$ cat config.mk
export PLATFORM = sky130hd
export DESIGN_NAME = pipe1_bus_arbiter
export DESIGN_NICKNAME = d
export VERILOG_FILES = /design/src/rtl/pipe1_bus_arbiter.sv
export SDC_FILE = /design/constraint.sdc
export NUM_CORES = 1
export LEC_CHECK = 0
export ABC_AREA = 1
export CAP_MARGIN = 20
export CORE_AREA = 3 3 40 42
export CTS_CLUSTER_DIAMETER = 40
export DETAILED_ROUTE_END_ITERATION = 10
export DIE_AREA = 0 0 43 45
export DONT_BUFFER_PORTS = 1
export PLACE_DENSITY = 0.75
export SYNTH_ARGS = -nofsm -noshare
export SYNTH_HDL_FRONTEND = slang
export SYNTH_SLANG_ARGS = --single-unit
$ cat constraint.sdc
create_clock -name ClockIn -period 1.35 [get_ports ClockIn]
set_input_delay 0.405 -clock ClockIn [delete_from_list [all_inputs] [get_ports ClockIn]]
set_output_delay 0.405 -clock ClockIn [all_outputs]
set_load 0.03 [all_outputs]
$ cat src/rtl/pipe1_bus_arbiter.sv
// pipe1_bus_arbiter
//   Shares the CPU memory bus between the instruction pipeline and NUM_REQ
//   external bus masters (DMA, video). A pending request first raises
//   BusRequest to pipeline stage 1. Once stage 1 acknowledges with
//   FetchSurpress, one master is granted the bus in round-robin order for a
//   burst of at most MAX_BURST cycles. The bus always goes back to the
//   pipeline between tenures: BusRequest is low for at least two cycles,
//   the RELEASE and IDLE states.
//
// Ports
//   ClockIn        in   1        system clock, rising edge
//   Reset_n        in   1        asynchronous active-low reset
//   Req            in   NUM_REQ  per-master level request, held until done
//   FetchSurpress  in   1        stage 1 acknowledge: pipeline released the bus
//   BusRequest     out  1        ask stage 1 to suppress instruction fetch
//   Grant          out  NUM_REQ  one-hot registered bus grant
//   GrantValid     out  1        OR of Grant
//   GrantId        out  ID_W     index of granted master, holds when idle
//   BurstCount     out  CNT_W    cycle number within the tenure, 0 when idle
//   ProtocolErr    out  1        sticky: FetchSurpress dropped mid-tenure
module pipe1_bus_arbiter #(
    parameter int NUM_REQ   = 2,
    parameter int MAX_BURST = 16,
    parameter int CNT_W     = $clog2(MAX_BURST + 1),
    parameter int ID_W      = (NUM_REQ > 2) ? $clog2(NUM_REQ) : 1
) (
    input  logic               ClockIn,
    input  logic               Reset_n,
    input  logic [NUM_REQ-1:0] Req,
    input  logic               FetchSurpress,
    output logic               BusRequest,
    output logic [NUM_REQ-1:0] Grant,
    output logic               GrantValid,
    output logic [ID_W-1:0]    GrantId,
    output logic [CNT_W-1:0]   BurstCount,
    output logic               ProtocolErr
);

    typedef enum logic [1:0] {
        IDLE     = 2'd0,
        WAIT_ACK = 2'd1,
        GRANT    = 2'd2,
        RELEASE  = 2'd3
    } state_t;

    localparam logic [CNT_W-1:0] MAX_CNT = CNT_W'(MAX_BURST);
    localparam logic [ID_W-1:0]  LAST_ID = ID_W'(NUM_REQ - 1);

    state_t             state, state_nxt;
    logic [ID_W-1:0]    ptr, ptr_nxt;
    logic [ID_W-1:0]    winner;
    logic               bus_req_nxt;
    logic [NUM_REQ-1:0] grant_nxt;
    logic [ID_W-1:0]    id_nxt;
    logic [CNT_W-1:0]   cnt_nxt;
    logic               err_nxt;

    // First requesting master at or after the pointer, wrapping around.
    function automatic logic [ID_W-1:0] pick_winner(input logic [NUM_REQ-1:0] req,
                                                    input logic [ID_W-1:0]    start);
        logic [ID_W-1:0] w;
        logic            found;
        int              idx;
        w     = start;
        found = 1'b0;
        for (int i = 0; i < NUM_REQ; i++) begin
            idx = (int'(start) + i) % NUM_REQ;
            if (!found && req[idx]) begin
                w     = ID_W'(idx);
                found = 1'b1;
            end
        end
        return w;
    endfunction

    function automatic logic [NUM_REQ-1:0] to_onehot(input logic [ID_W-1:0] id);
        logic [NUM_REQ-1:0] v;
        for (int i = 0; i < NUM_REQ; i++) begin
            v[i] = (int'(id) == i);
        end
        return v;
    endfunction

    // The winner is evaluated continuously but only used at the ack edge,
    // so a request arriving during WAIT_ACK can still take the bus.
    assign winner = pick_winner(Req, ptr);

    always_comb begin
        state_nxt   = state;
        ptr_nxt     = ptr;
        bus_req_nxt = 1'b0;
        grant_nxt   = '0;
        id_nxt      = GrantId;
        cnt_nxt     = '0;
        err_nxt     = ProtocolErr;
        case (state)
            IDLE: begin
                if (|Req) begin
                    state_nxt   = WAIT_ACK;
                    bus_req_nxt = 1'b1;
                end
            end
            WAIT_ACK: begin
                if (Req == '0) begin
                    // Everyone withdrew before the ack; the pointer is kept.
                    state_nxt = RELEASE;
                end else begin
                    bus_req_nxt = 1'b1;
                    if (FetchSurpress) begin
                        state_nxt = GRANT;
                        grant_nxt = to_onehot(winner);
                        id_nxt    = winner;
                        cnt_nxt   = CNT_W'(1);
                    end
                end
            end
            GRANT: begin
                // Losing the ack is checked first and aborts the tenure;
                // other masters' requests never preempt it.
                if (!FetchSurpress || ((Req & Grant) == '0) || (BurstCount == MAX_CNT)) begin
                    state_nxt = RELEASE;
                    ptr_nxt   = (GrantId == LAST_ID) ? '0 : GrantId + ID_W'(1);
                    err_nxt   = ProtocolErr | ~FetchSurpress;
                end else begin
                    bus_req_nxt = 1'b1;
                    grant_nxt   = Grant;
                    cnt_nxt     = BurstCount + CNT_W'(1);
                end
            end
            RELEASE: begin
                state_nxt = IDLE;
            end
            default: begin
                state_nxt = IDLE;
            end
        endcase
    end

    always_ff @(posedge ClockIn or negedge Reset_n) begin
        if (!Reset_n) begin
            state       <= IDLE;
            ptr         <= '0;
            BusRequest  <= 1'b0;
            Grant       <= '0;
            GrantValid  <= 1'b0;
            GrantId     <= '0;
            BurstCount  <= '0;
            ProtocolErr <= 1'b0;
        end else begin
            state       <= state_nxt;
            ptr         <= ptr_nxt;
            BusRequest  <= bus_req_nxt;
            Grant       <= grant_nxt;
            GrantValid  <= |grant_nxt;
            GrantId     <= id_nxt;
            BurstCount  <= cnt_nxt;
            ProtocolErr <= err_nxt;
        end
    end

endmodule

==> summary.txt, run 1 <==
Outcome
  – Outcome: completed

Drt
  – DR DRC count: 0
  – Drt wl/cell: 15.8 um
  – TritonRoute pass-1 iters: 4
  – Via count: 667
  – Antenna Nets Post-Route: 0
  – WL final: 1810 um
  – DR vias/cell: 5.85
  – Iteration-0 DRC Markers: 26

Clocking
  – CTS Sinks: 14
  – CTS root buf: clkbuf_4
  – Worst-Skew Late Latency: 300 ps
  – CTS tree: built
  – Clock Tree Buf Depth: 2
  – CTS H-tree depth: 1
  – Cts bufs inserted: 3
  – Clock slew at reported path FFs: 100 ps

Power and ir drop
  – Switching Power: 0.709 mW
  – Reg power frac: 0.406
  – Sw Share: 0.425
  – Peak supply drop: 1.06 mV
  – Power Dens Cells: 1800 nW/um2
  – Standby leakage power: 0.458 nW
  – Pint: 0.959 mW
  – Total power: 1.67 mW
  – Logic pwr share: 0.402
  – Clock power frac: 0.193

Global route
  – Total track usage: 0.194
  – Initial antenna violation count: 0
  – Largest net degree at the start of global routing: 15
  – First-pass GRT wire length: 2690 um
  – Vias in the first global route: 642
  – GRT Residual Overflow: 0

Synth
  – Syn Inst Count: 86
  – Mapped Nets: 98
  – Sequential area share after synthesis: 0.467
  – Cell area after synthesis: 751 um2
  – Netlist cell types: 18
  – Ys Warns: 0
  – #FFs+latches synth: 14
  – Avg Inst Size Synth: 8.73 um2

Die
  – Row cnt: 13
  – Die height: 45 um
  – Core Area: 1280 um2
  – Die W: 43 um
  – Total I/O pin count: 16
  – Die area: 1940 um2
  – Starting Density: 0.584

Worst setup path
  – Worst Setup Start Kind: flop
  – Reg2Reg Depth: 9
  – WP data arrival: 920 ps
  – Crit. path cell count: 1
  – Worst Path Max Fanout: 5
  – Max stage delay on crit path: 450 ps
  – Cell family with the largest share of critical-path delay: flip-flops
  – Setup crit end kind: output port
  – Critical path required time: 950 ps
  – Worst-path cell chain: buf_4
  – Slowest stage cell, crit path: dfrtp_2
  – Worst Path Buf+Inv: 1
  – Setup CP Type: reg -> out

Placed design
  – Port bufs: 0
  – Detailed Place HPWL: 1180 um
  – Worst slack at placement: 35.4 ps
  – Routability cong.: 0.762

STA
  – Worst setup margin: 24.9 ps
  – Worst Skew: 11.1 ps
  – Slew HR: 0.587
  – Worst slew pin tran: 618 ps
  – Max frequency: 0.755 GHz
  – Final hold viol count: 0
  – Period utilisation layout: 0.982
  – Fin crit period: 1330 ps
  – Max-slew violation count: 0
  – Final Setup Violations: 0

Min path
  – Hold depth: 1
  – Worst min-delay path class: in -> reg

Flow run
  – Max Cap Viol: 0

Cells and area
  – N_diodes: 0
  – Layout cells sized above 1: 0.303
  – Nets@finish: 112
  – Area growth syn-to-layout: 23.7%
## sequential cells by signal (all words and copies together) (netlist names)
name and cells:
ptr 1, GrantValid 1, Grant 2, ProtocolErr 1, BurstCount 5, BusRequest 1, GrantId 1, state 2
## final timing paths
path	startpoint	end	slack, ps
max	BurstCount[2]	BurstCount[2]	20
min	FetchSurpress	ProtocolErr	190
max reg2reg	BurstCount[0]	state[0]	40
min reg2reg	ptr	ptr	580
max in group asynchronous	Reset_n	BurstCount[0]	350
min in group asynchronous	Reset_n	ProtocolErr	550
## power groups by stage
| stage | Clock [mW] | Combinational, mW | Sequential (mW) |
|---|---|---|---|
| floorplan | 0 | 0.341 | 0.682 |
| global placement | 0 | 0.454 | 0.665 |
| detailed placement | 0 | 0.473 | 0.674 |
| CTS | 0.314 | 0.498 | 0.668 |
| global route | 0.333 | 0.744 | 0.689 |
| finish | 0.321 | 0.670 | 0.677 |
## layer usage
| metal | routed length, um | vias up | global-route usage |
|---|---|---|---|
| met1 | 695 | 307 | 0.210 |
| met5 | 0 | - | 0 |
| met3 | 199 | 15 | 0.0717 |
| met4 | 72 | 0 | 0.175 |
| met2 | 839 | 46 | 0.296 |
| li1 | - | 299 | - |
## layout by cell type, fill, tap and decap left out
cell and count:
xnor2_1 1, inv_1 9, o21ai_2 1, nor2_4 2
o21bai_1 1, a21oi_1 1, nor2_1 6, inv_2 4
o211ai_1 1, ha_1 4, dlygate4sd3_1 1, clkbuf_4 3
xor2_1 2, o21ai_0 4, buf_4 8, o21ai_1 4
nand3_2 1, nand2_1 16, dfrtp_2 3, ha_4 3
nand3_1 8, dfrtp_1 11, nand2_2 4, clkbuf_8 1
## area by class of cell
cell class | count | area (um2)
inverter | 13 | 48.8
multi-input combinational | 59 | 400
sequential | 14 | 354
timing repair buffer | 9 | 70.1
clock buffer | 4 | 36.3
tap | 15 | 18.8
fill | 85 | 357
## logic make-up after synthesis
logic type | after synthesis | share of synthesized area
AOI/OAI and AO/OA | 12 | 0.0867
xor gates and xnor gates | 3 | 0.0350
adders and majority gates | 7 | 0.117
buffers and inverters | 13 | 0.0650
DFF | 14 | 0.467
and+or+nand+nor | 37 | 0.230
## per-stage QoR
step           instance area (um2)  TNS (ps)  cells  utilization  hold WS (ps)
2_1_floorplan                  752         0     86            -           109
3_3_place_gp                   823         0    108        0.641           110
3_5_place_dp                   823         0    108        0.641           110
4_1_cts                        872         0    113        0.679           198
5_1_grt                        928     -64.1    114        0.722           188
6_report                       928         0    114        0.722           190
## synth_stat cells (all sizes together)
library cell  number  area share
dfrtp             14        0.47
ha                 7        0.12
o21ai              9       0.060
xor2               2       0.023
nor2               8       0.053
inv               13       0.065
nand2             20        0.11
nand3              9       0.067
o21bai             1       0.010
xnor2              1       0.012
a21oi              1      0.0067
o211ai             1       0.010
## repair_timing
item                                    4_1_cts  5_1_grt
hold buffers                                  1        0
endpoints found under the setup margin        1       12
buffers inserted                              0        1
pin swaps                                     0        1
endpoints found under the hold margin        14        0
resized for setup                             1       12
(Power assumes the default switching activity.)
==> run 2, diff against run 1 <==
==> constraint.sdc (replaced) <==
create_clock -name ClockIn -period 1.35 [get_ports ClockIn]
set_input_delay 0.405 -clock ClockIn [delete_from_list [all_inputs] [get_ports ClockIn]]
set_output_delay 0.405 -clock ClockIn [all_outputs]
set_load 0.005 [all_outputs]
==> summary.txt, run 2 (synthesis results as in run 1) <==
Worst setup path
  – WP data arrival: 1520 ps (+600 ps)
  – Reg2Reg Depth: 4 (-5)
  – Max stage delay on crit path: 430 ps (-20 ps)
  – Worst Path Buf+Inv: 1 (unchanged)
  – Slowest stage cell, crit path: dfrtp_2
  – Reg2reg end: BurstCount[0]
  – Reg2reg setup slack: 50 ps (about the same)
  – Critical path required time: 1570 ps (+620 ps)
  – Worst Setup SP: state[0]
  – FF-to-FF Start: state[0]
  – Worst Path Max Fanout: 5 (unchanged)
  – Cell family with the largest share of critical-path delay: flip-flops
  – Worst Setup Start Kind: flop
  – Worst-path cell chain: inv_1 -> ha_2 -> nand3_2 -> o21ai_2
  – Setup CP Type: reg -> reg
  – Setup crit end kind: flop
  – Setup crit end: BurstCount[0]
  – Crit. path cell count: 4 (+3)

Drt
  – Drt wl/cell: 15.0 um (-5.6%)
  – Via count: 612 (-8.2%)
  – Antenna Nets Post-Route: 0 (unchanged)
  – DR DRC count: 0 (unchanged)
  – WL final: 1660 um (-8.1%)
  – Iteration-0 DRC Markers: 16 (-38%)
  – TritonRoute pass-1 iters: 4 (unchanged)
  – DR vias/cell: 5.51 (-5.8%)

Min path
  – Worst min-delay path class: in -> reg
  – Hold depth: 1 (unchanged)

STA
  – Final hold viol count: 0 (unchanged)
  – Max frequency: 0.769 GHz (+2.0%)
  – TNS Setup: 0 ps (unchanged)
  – Slew HR: 0.583 (-0.00375)
  – Period utilisation layout: 0.963 (-0.0189)
  – Worst slew pin tran: 623 ps (+5.60 ps)
  – Fin crit period: 1300 ps (-25.6 ps)
  – Max-slew violation count: 0 (unchanged)
  – Hold WS: 208 ps (+17.6 ps)
  – Worst Skew: 7.59 ps (-3.50 ps)
  – Final Setup Violations: 0 (unchanged)
  – Worst setup margin: 50.5 ps (+25.6 ps)

Cells and area
  – Layout cells sized above 1: 0.281 (-0.0218)
  – Final cell count without fillers: 111 (-2.6%)
  – Area growth syn-to-layout: 18.8%
  – Biggest regs: BurstCount (5), Grant (2), state (2)
  – Commonest non-fill, non-tap cell in the layout: nand2_1
  – N_diodes: 0 (unchanged)
  – Most frequent cells in the layout: nand2_1 (15), dfrtp_1 (13), inv_1 (10)
  – Nets@finish: 109 (-2.7%)
  – Fillers: 92 (+8.2%)
  – Final core occ: 0.694 (-0.0282)
  – Max reg flops: 5 (unchanged)
  – Biggest register: BurstCount
  – Fin area: 892 um2 (-3.9%)
  – FF/Latch Area: 352 um2 (-0.71%)
  – Multi-input gate area: 389 um2 (-2.8%)

Placed design
  – Worst slack at placement: 17.2 ps (-18.1 ps)
  – Port bufs: 0 (unchanged)
  – Placed cell areas: 792 um2 (-3.8%)
  – Post-placement cell count: 104 (-3.7%)
  – Routability cong.: 0.798 (+4.7%)
  – Detailed Place HPWL: 1110 um (-6.4%)

Die
  – Core Area: 1280 um2 (unchanged)
  – Die height: 45 um (unchanged)
  – Total I/O pin count: 16 (unchanged)
  – Die area: 1940 um2 (unchanged)
  – Die W: 43 um (unchanged)
  – Starting Density: 0.584 (unchanged)
  – Row cnt: 13 (unchanged)

Clocking
  – CTS root buf: clkbuf_4
  – Clock Tree Buf Depth: 2 (unchanged)
  – Clock slew at reported path FFs: 90 ps (about the same)
  – CTS tree: built
  – CTS H-tree depth: 1 (unchanged)
  – CTS Sinks: 14 (unchanged)
  – Worst-Skew Late Latency: 290 ps (about the same)
  – Cts bufs inserted: 3 (unchanged)

Global route
  – Largest net degree at the start of global routing: 15 (unchanged)
  – Met3 Use GR: 0.0398 (-0.0319)
  – Initial antenna violation count: 0 (unchanged)
  – GR met2 Demand/Resource: 0.293 (-0.00299)
  – Total track usage: 0.187 (-0.00661)
  – GRT Residual Overflow: 0 (unchanged)
  – First-pass GRT wire length: 2680 um (-0.52%)
  – GR Util met1: 0.241 (+0.0309)
  – Gr busiest metal: met2
  – Vias in the first global route: 645 (+0.47%)

Flow run
  – Max Cap Viol: 0 (unchanged)

Power and ir drop
  – Reg power frac: 0.413 (+0.007)
  – Power Dens Cells: 1670 nW/um2 (-7.0%)
  – Standby leakage power: 0.444 nW (-3.1%)
  – Logic pwr share: 0.378 (-0.024)
  – Clock power frac: 0.209 (+0.016)
  – Pint: 0.913 mW (-4.8%)
  – Sw Share: 0.388 (-0.0376)
  – Switching Power: 0.578 mW (-19%)
  – Peak supply drop: 0.971 mV (-8.4%)
  – Total power: 1.49 mW (-11%)

Outcome
  – Outcome: completed
[run 2: changes by cell type in the layout (fill, tap and decap cells not counted), moves of 2 or more]
cell,delta
buf_4,-3
dfrtp_2,-2
dfrtp_1,+2
ha_2,+3
ha_4,-2
[run 2: worst reg2reg max path, stage by stage (launching register included)]
cell,delay [ps]
dfrtp_2,430
inv_1,100
ha_2,380
nand3_2,150
o21ai_2,170
[run 2: layout make-up]
cell class / instances / area share
flip-flops and latches: 14 / 0.394
repair buffers: 6 / 0.0533
inverters: 13 / 0.0547
clock buffers: 4 / 0.0407
multi-input cells: 59 / 0.436
well taps: 15 / 0.0210
[run 2: how the worst min path moves through the flow]
stage | start | endpoint | slack [ps]
after floorplan | Reset_n | BurstCount[0] | 110
after global placement | Reset_n | BusRequest | 110
after detailed placement | Reset_n | BusRequest | 110
after CTS | FetchSurpress | ProtocolErr | 200
after global routing | FetchSurpress | ProtocolErr | 190
final | FetchSurpress | ProtocolErr | 210
[run 2: power groups by stage]
stage | combinational (mW) | clock (mW) | sequential (mW)
3_5_place_dp | 0.439 | 0 | 0.608
5_1_grt | 0.633 | 0.333 | 0.629
3_3_place_gp | 0.419 | 0 | 0.606
4_1_cts | 0.465 | 0.319 | 0.605
6_report | 0.564 | 0.312 | 0.615
2_1_floorplan | 0.342 | 0 | 0.592
[run 2: what timing repair did]
action / CTS / global route
hold buffers: 1 / 0
setup buffers: 0 / 2
endpoints found under the setup margin: 1 / 11
cloned: 0 / 0
hold endpoints to repair: 14 / 0
pin swaps: 0 / 4
resized for setup: 2 / 11
[run 2: per-layer routing]
layer / vias to the layer above / routed length [um]
met5: - / 0
met4: 0 / 61
met3: 7 / 114
met2: 29 / 750
met1: 284 / 733
li1: 292 / -
==> run 3, diff against run 2 <==
- CTS_CLUSTER_DIAMETER: 40 -> 50
- PLACE_DENSITY: 0.75 -> 0.72
- REMOVE_ABC_BUFFERS: not set -> 1
==> summary.txt, run 3 (synthesis results as in run 1) <==
Placed design
  – Worst slack at placement: 22.0 ps (+4.72 ps)
  – Port bufs: 0 (unchanged)
  – Placed cell areas: 800 um2 (+0.95%)
  – Routability cong.: 0.761 (-4.6%)
  – Detailed Place HPWL: 1050 um (-4.9%)

STA
  – Max frequency: 0.757 GHz (-1.6%)
  – Slew HR: 0.585 (+0.00245)
  – Final hold viol count: 0 (unchanged)
  – Unrepaired setup endpoints after global routing: yes
  – Final Setup Violations: 0 (unchanged)
  – Worst setup margin: 29.2 ps (-21.3 ps)
  – Period utilisation layout: 0.978 (+0.0157)
  – Max-slew violation count: 0 (unchanged)
  – Worst slew pin tran: 620 ps (-3.66 ps)
  – TNS Setup: 0 ps (unchanged)
  – Worst Skew: 0.318 ps (-7.27 ps)
  – Fin crit period: 1320 ps (+21.3 ps)

Clocking
  – Clock Tree Buf Depth: 2 (unchanged)
  – CTS Sinks: 14 (unchanged)
  – Worst-Skew Late Latency: 280 ps (about the same)
  – Cts bufs inserted: 3 (unchanged)
  – CTS root buf: clkbuf_4
  – CTS H-tree depth: 1 (unchanged)
  – Clock slew at reported path FFs: 80 ps (about the same)
  – CTS tree: built

Power and ir drop
  – Peak supply drop: 1.05 mV (+8.3%)
  – Standby leakage power: 0.449 nW (+1.2%)
  – Power Dens Cells: 1640 nW/um2 (-2.1%)

Drt
  – DR vias/cell: 5.04 (-8.5%)
  – DR DRC count: 0 (unchanged)
  – WL final: 1430 um (-14%)
  – TritonRoute pass-1 iters: 4 (unchanged)
  – Antenna Nets Post-Route: 0 (unchanged)
  – Iteration-0 DRC Markers: 3 (-13)
  – Via count: 565 (-7.7%)
  – Drt wl/cell: 12.8 um (-14%)

Cells and area
  – Biggest register: BurstCount
  – Most frequent cells in the layout: nand2_1 (16), dfrtp_1 (13), inv_1 (10)
  – Nets@finish: 110 (+0.92%)
  – Area growth syn-to-layout: 18.2%
  – Commonest non-fill, non-tap cell in the layout: nand2_1
  – Max reg flops: 5 (unchanged)
  – N_diodes: 0 (unchanged)
  – Biggest regs: BurstCount (5), Grant (2), state (2)
  – Fin area: 887 um2 (-0.56%)
  – Layout cells sized above 1: 0.247 (-0.0338)

Die
  – Die W: 43 um (unchanged)
  – Total I/O pin count: 16 (unchanged)
  – Die area: 1940 um2 (unchanged)
  – Die height: 45 um (unchanged)
  – Core Area: 1280 um2 (unchanged)
  – Row cnt: 13 (unchanged)
  – Starting Density: 0.584 (unchanged)

Worst setup path
  – WP data arrival: 1520 ps (about the same)
  – Critical path required time: 1550 ps (-20 ps)
  – Worst Path Max Fanout: 4 (-1)
  – Setup crit end kind: flop
  – Setup CP Type: reg -> reg
  – Worst-path cell chain: inv_2 -> ha_4 -> inv_1 -> o21ai_0 -> o21ai_1 -> nand2_2 -> nand2_1 -> o21ai_1
  – Max stage delay on crit path: 430 ps (about the same)
  – Reg2reg setup slack: 30 ps (-20 ps)
  – Worst Setup Start Kind: flop
  – Reg2Reg Depth: 8 (+4)
  – CP dominant cell by count: o21ai_1
  – Slowest stage cell, crit path: dfrtp_1

Global route
  – Total track usage: 0.158 (-0.0289)
  – Vias in the first global route: 524 (-19%)
  – Largest net degree at the start of global routing: 15 (unchanged)
  – GRT Residual Overflow: 0 (unchanged)
  – Initial antenna violation count: 0 (unchanged)
  – First-pass GRT wire length: 2200 um (-18%)

Outcome
  – Outcome: completed

Min path
  – Hold depth: 1 (unchanged)
  – Worst min-delay path class: in -> reg

Flow run
  – Max Cap Viol: 0 (unchanged)
[run 3: cell count changes in the layout (fill, tap and decap cells not counted), sizes merged]
cell	change
buf	+1
[run 3: where the power goes]
group	switching, mW	total (mW)	internal (mW)
Sequential	0.0948	0.613	0.518
Clock	0.138	0.302	0.164
Combinational	0.309	0.537	0.228
[run 3: final cells by class]
class	count	area (um2)
clock buffers	4	36.3
fillers	102	398
inverters	13	48.8
multi-input cells	59	377
flip-flops and latches	14	352
well taps	15	18.8
repair buffers	7	55.1
[run 3: metal layers]
metal,up-vias,GRT usage,wire length (um)
li1,293,-,-
met1,258,0.202,646
met2,12,0.234,699
met3,2,0.0438,65
met4,0,0.108,22
met5,-,0,0
[run 3: what timing repair did]
item                                   CTS  global route
resized for setup                        0             8
setup endpoints to repair                0            12
setup buffers                            0             2
endpoints found under the hold margin   14             0
hold buffers                             1             0
[run 3: worst paths after layout]
check / endpoint / from
worst max-delay path: state[0] / state[1]
worst min-delay path: ProtocolErr / FetchSurpress
worst max register to register: state[0] / state[1]
worst min register to register: ProtocolErr / ProtocolErr
max in group asynchronous: state[0] / Reset_n
min in group asynchronous: BusRequest / Reset_n
[run 3: through the flow]
stage	total power, mW	cells	hold slack, ps	utilization
2_1_floorplan	0.934	86	109	-
3_3_place_gp	1.04	105	110	0.622
3_5_place_dp	1.04	105	110	0.622
4_1_cts	1.36	110	211	0.658
5_1_grt	1.57	112	235	0.690
6_report	1.45	112	214	0.690
[run 3: worst max-delay path, delay by kind of cell, from the launching register on]
kind | cells | cell delay, ps
AOI/OAI and AO/OA | 3 | 360
adders and majority gates | 1 | 150
buffers and inverters | 2 | 160
DFF | 1 | 430
and+or+nand+nor | 2 | 150
